$ cat config.mk
export PLATFORM = sky130hd
export DESIGN_NAME = mod_split_case_dec
export DESIGN_NICKNAME = d
export VERILOG_FILES = /design/src/rtl/mod_split_case_dec.sv
export SDC_FILE = /design/constraint.sdc
export NUM_CORES = 1
export LEC_CHECK = 0
export CORE_MARGIN = 8
export CORE_UTILIZATION = 53
export CTS_BUF_LIST = sky130_fd_sc_hd__clkbuf_8 sky130_fd_sc_hd__clkbuf_16
export CTS_CLUSTER_SIZE = 20
export DETAILED_ROUTE_END_ITERATION = 10
export PLACE_DENSITY = 0.83
export SKIP_LAST_GASP = 1
export SYNTH_ARGS = -nofsm -noshare
export SYNTH_HDL_FRONTEND = slang
export SYNTH_SLANG_ARGS = --single-unit
$ cat constraint.sdc
create_clock -name clk -period 2.8 [get_ports clk]
set_clock_uncertainty 0.2 [all_clocks]
set_input_delay 0.42 -clock clk [delete_from_list [all_inputs] [get_ports clk]]
set_output_delay 0.42 -clock clk [all_outputs]
set_load 0.01 [all_outputs]
$ cat src/rtl/mod_split_case_dec.sv
// Receive-side split-case decoder: recovers the data byte, flags case_b mismatches,
// buffers decoded beats in a small FIFO and keeps saturating error statistics.
module mod_split_case_dec #(
    parameter int DEPTH = 2,
    parameter int ERR_W = 8
) (
    input  logic             clk,
    input  logic             rst,
    input  logic             in_valid,
    output logic             in_ready,
    input  logic [1:0]       in_sel,
    input  logic [7:0]       in_case_a,
    input  logic [7:0]       in_case_b,
    output logic             out_valid,
    input  logic             out_ready,
    output logic [7:0]       out_data,
    output logic [1:0]       out_sel,
    output logic             out_err,
    input  logic             clr_err,
    output logic [ERR_W-1:0] err_count,
    output logic             err_sticky
);

    localparam int AW = $clog2(DEPTH);
    localparam logic [AW:0] DEPTH_C = (AW+1)'(DEPTH);

    logic [7:0]       r_memData [DEPTH];
    logic [1:0]       r_memSel  [DEPTH];
    logic             r_memErr  [DEPTH];
    logic [AW-1:0]    r_wrPtr;
    logic [AW-1:0]    r_rdPtr;
    logic [AW:0]      r_count;
    logic [ERR_W-1:0] r_errCount;
    logic             r_errSticky;

    logic [7:0]       w_data;
    logic [7:0]       w_expB;
    logic             w_err;
    logic             w_push;
    logic             w_pop;

    // Decode happens at the input so each FIFO entry already holds the final result.
    always_comb begin
        w_data = in_case_a;
        w_expB = in_case_a;
        case (in_sel)
            2'b00: begin
                w_data = in_case_a - 8'd5;
                w_expB = in_case_a + 8'd1;
            end
            2'b01: begin
                w_data = in_case_a + 8'd5;
                w_expB = in_case_a - 8'd1;
            end
            default: begin
                w_data = in_case_a;
                w_expB = in_case_a;
            end
        endcase
    end

    assign w_err     = (in_case_b != w_expB);
    assign in_ready  = !rst && (r_count < DEPTH_C);
    assign out_valid = (r_count != '0);
    assign w_push    = in_valid && in_ready;
    assign w_pop     = out_valid && out_ready;

    assign out_data   = r_memData[r_rdPtr];
    assign out_sel    = r_memSel[r_rdPtr];
    assign out_err    = r_memErr[r_rdPtr];
    assign err_count  = r_errCount;
    assign err_sticky = r_errSticky;

    // Storage is reset too, so the head reads back as zero after reset.
    always_ff @(posedge clk or posedge rst) begin
        if (rst) begin
            for (int i = 0; i < DEPTH; i++) begin
                r_memData[i] <= 8'd0;
                r_memSel[i]  <= 2'd0;
                r_memErr[i]  <= 1'b0;
            end
        end else if (w_push) begin
            r_memData[r_wrPtr] <= w_data;
            r_memSel[r_wrPtr]  <= in_sel;
            r_memErr[r_wrPtr]  <= w_err;
        end
    end

    always_ff @(posedge clk or posedge rst) begin
        if (rst) begin
            r_wrPtr <= '0;
            r_rdPtr <= '0;
            r_count <= '0;
        end else begin
            if (w_push) r_wrPtr <= r_wrPtr + 1'b1;
            if (w_pop)  r_rdPtr <= r_rdPtr + 1'b1;
            case ({w_push, w_pop})
                2'b10:   r_count <= r_count + 1'b1;
                2'b01:   r_count <= r_count - 1'b1;
                default: r_count <= r_count;
            endcase
        end
    end

    // A clear coinciding with an errored accept lands as "cleared, then counted once".
    always_ff @(posedge clk or posedge rst) begin
        if (rst) begin
            r_errCount  <= '0;
            r_errSticky <= 1'b0;
        end else if (w_push && w_err) begin
            r_errSticky <= 1'b1;
            if (clr_err)
                r_errCount <= ERR_W'(1);
            else if (r_errCount != '1)
                r_errCount <= r_errCount + 1'b1;
        end else if (clr_err) begin
            r_errCount  <= '0;
            r_errSticky <= 1'b0;
        end
    end

endmodule

==> impl_metrics.yaml <==
outcome:
  run_status: "finished, violations left"
  violations: "setup timing"
grt:
  grt_first_pass_wirelength_um: 11600
  overflow: 0
  grt_pass1_vias: 2405
  grt_start_max_net_pins: 36
  grt_use_total_pct: 19.9
  antenna_found_initial: 0
synth:
  synth_fa_ha_area_share_pct: 9.22
  async_flop_share_pct: 100
  ys_ff_latch: 35
  syn_avg_cell_area_um2: 9.05
  synthCells: 273
  synth-simple-area-share_pct: 17.1
  ys_seq_area_share_pct: 35.5
  synth_compound_area_share_pct: 17.3
  synthMuxAreaShare_pct: 7.65
  synth_xor_xnor_area_share_pct: 8.87
  synth_cell_types: 54
  yosys.area.top_type: "dfrtp_1"
  synth_ff_type: "dfrtp_1"
  netlist_area_um2: 2470
  synth_enable_flop_cells: 0
  synth_top_area_share_pct: 35.5
  synth.area.top_cells: "dfrtp_1 (35%), ha_1 (7.6%), mux2_2 (6.8%)"
  syn-num-nets: 313
  yosys_warnings: 0
  synth_top_family_by_area: "compound AO/OA/AOI/OAI gates"
drt:
  num_vias: 2395
  firstDrtPassIters: 4
  drc: 0
  viasPerCell: 5.77
  wl_per_cell_um: 17.7
  drt_iter0_drc: 113
  wl_um: 7340
  antenna_left: 0
timing:
  fin_crit_ps: 2960
  relSlewSlack_pct: 58.4
  worst_pin_slew_ps: 622
  tns_ps: -858
  rsz0062_at_grt: "true"
  setup_ws_ps: -165
  slew_violations: 0
  setup-violations-final: 9
  fmaxAchievable_ghz: 0.337
  worst_hold_slack_ps: 274
  period_share_pct: 106
  hold_viol: 0
worst_setup_path:
  cp.buffers_inverters: 3
  critPathArrivalTime_ps: 2930
  cp-end-kind: "register"
  critPathSlowestCell: "or4_4"
  path_class: "primary input to register"
  crit_required_ps: 2770
  critPathMaxStageDelay_ps: 550
  timing.rr.start: "err_count[0]"
  cp_max_fo: 4
  crit_chain: "buf_8 -> inv_8 -> nand2_8 -> buf_12 -> ha_4 -> or4_4 -> a21oi_4 -> a211oi_4 -> o41ai_2 -> nor3_2 -> and4b_2 -> or3_4 -> mux2i_1"
  crit_start: "in_sel[1]"
  crit_family: "simple AND/OR/NAND/NOR gates"
  start_kind: "primary input"
cells_and_area:
  antenna_cells: 0
  drive_gt1_share_pct: 29.9
  regArea_um2: 876
  filler_cell_count: 302
  final_nets: 401
  syn2layout_area_growth_pct: 46.3
  multi_input_area_um2: 1680
floorplanning:
  die_area_um2: 7100
  start_util_pct: 53.7
  coreArea_um2: 4600
  die_w_um: 84.3
  dieHeight_um: 84.3
  ios: 45
  num_rows: 25
placed_design:
  place_ws_ps: -1010
  routabilityCongestion: 0.932
  port_buffers: 44
  dp_hpwl_um: 5270
clocking:
  clockBufferDepth: 2
  cts_tree: "built"
  cts_root_buf: "clkbuf_8"
  cts-htree-levels: 2
  cts.sinks: 35
  clkTransAtPathRegs_ps: 70
  clk_latency_ps: 290
  cts_buffers: 5
pwr:
  powerDensity_nw_per_um2: 647
  p_leak_nw: 1.61
  combPwrFrac_pct: 48.6
  power.share.clock_pct: 15.8
  seqPwrFrac_pct: 35.6
  p_sw_share_pct: 34.5
  vdd.ir_drop.worst_mv: 0.298
  p_int_mw: 1.53
  p_switching_mw: 0.806
job:
  drv_cap: 0
min_path:
  hold_class: "register to register"
  worstHoldStart: "r_memSel[0]"
## sequential cells by signal, summed over array words and instances, names as in the netlist
register and count:
r_count 2, r_memSel 4, r_memErr 2, r_rdPtr 1, err_sticky 1, r_memData 16, r_wrPtr 1, err_count 8
## what timing repair did
action | in CTS | in global routing
setup endpoints to repair | 15 | 11
hold buffers | 0 | 0
pin swaps | 11 | 4
setup buffers | 1 | 2
resized for setup | 38 | 10
## through the flow
step / util [%] / cell area [µm²] / std cells / power (mW)
floorplan: - / 2610 / 273 / 1.43
global placement: 73.5 / 3380 / 405 / 1.90
detailed placement: 73.5 / 3380 / 405 / 1.94
CTS: 76.9 / 3540 / 413 / 2.33
global route: 78.6 / 3610 / 415 / 2.49
finish: 78.6 / 3610 / 415 / 2.34
## cell usage in the layout, fill, tap and decap left out, types with 4 or more instances in the layout
| master | netlist | layout |
|---|---|---|
| and3_1 | 5 | 5 |
| a21oi_1 | 17 | 15 |
| clkbuf_8 | 0 | 6 |
| dlygate4sd2_1 | 0 | 5 |
| mux2_2 | 15 | 14 |
| nor2b_1 | 4 | 4 |
| clkdlybuf4s50_1 | 0 | 35 |
| buf_6 | 1 | 5 |
| ha_4 | 0 | 5 |
| nand2_1 | 26 | 24 |
| nor2_1 | 22 | 22 |
| o21ai_0 | 20 | 19 |
| dfrtp_1 | 35 | 35 |
| nand3_1 | 7 | 6 |
| xnor2_1 | 14 | 13 |
| inv_1 | 13 | 11 |
| xor2_1 | 11 | 11 |
| ha_1 | 15 | 9 |
| buf_4 | 1 | 44 |
## layer usage
metal / global-route usage, % / routed length, µm / vias to the layer above
met3: 4.07 / 419 / 26
met1: 22.2 / 2860 / 1142
met5: 0 / 0 / -
met2: 34.6 / 3760 / 95
li1: - / - / 1132
met4: 10.5 / 310 / 0
## worst paths after layout
check,to,slack (ps),cells past startpoint
setup / recovery,err_count[7],-160,13
hold reg to reg,r_memSel[0],270,2
setup reg to reg,err_count[3],370,6
hold / removal,r_memSel[0],270,2
min in group asynchronous,err_count[0],380,3
max in group asynchronous,r_memData[10],1710,3
## cell usage after synthesis, types with 7 or more instances
cell type  count
ha_1          15
nand3_1        7
clkbuf_1       8
inv_1         13
nor2_1        22
dfrtp_1       35
mux2_2        15
nand2_1       26
xor2_1        11
xnor2_1       14
a21oi_1       17
o21ai_0       20
## worst reg2reg max path, stage by stage (launching register included)
cell     delay (ps)
dfrtp_1         430
ha_1            250
and3_1          210
and3_1          230
a31oi_1         420
and3_1          240
mux2_2          330
## power groups by stage
stage	Clock (mW)	Sequential (mW)	Combinational (mW)
2_1_floorplan	0	0.787	0.647
3_3_place_gp	0	0.830	1.07
3_5_place_dp	0	0.839	1.10
4_1_cts	0.377	0.832	1.12
5_1_grt	0.401	0.860	1.23
6_report	0.370	0.831	1.14
## cell type report
| cell class | count | area share [%] |
|---|---|---|
| Multi-Input combinational cell | 212 | 46.5 |
| Clock inverter | 1 | 0.139 |
| Clock buffer | 6 | 2.29 |
| Sequential cell | 35 | 24.2 |
| Tap cell | 54 | 1.87 |
| Timing Repair Buffer | 93 | 23.2 |
| Inverter | 14 | 1.73 |
## logic make-up (layout without fill, tap and decap cells)
family	after synthesis	count (layout)
xor+xnor	25	25
buf+inv	26	114
fa+ha+maj	17	17
compound gates	67	67
flops	35	35
simple gates	86	86
mux	17	17
No activity file was read; power rests on OpenSTA's default activity.
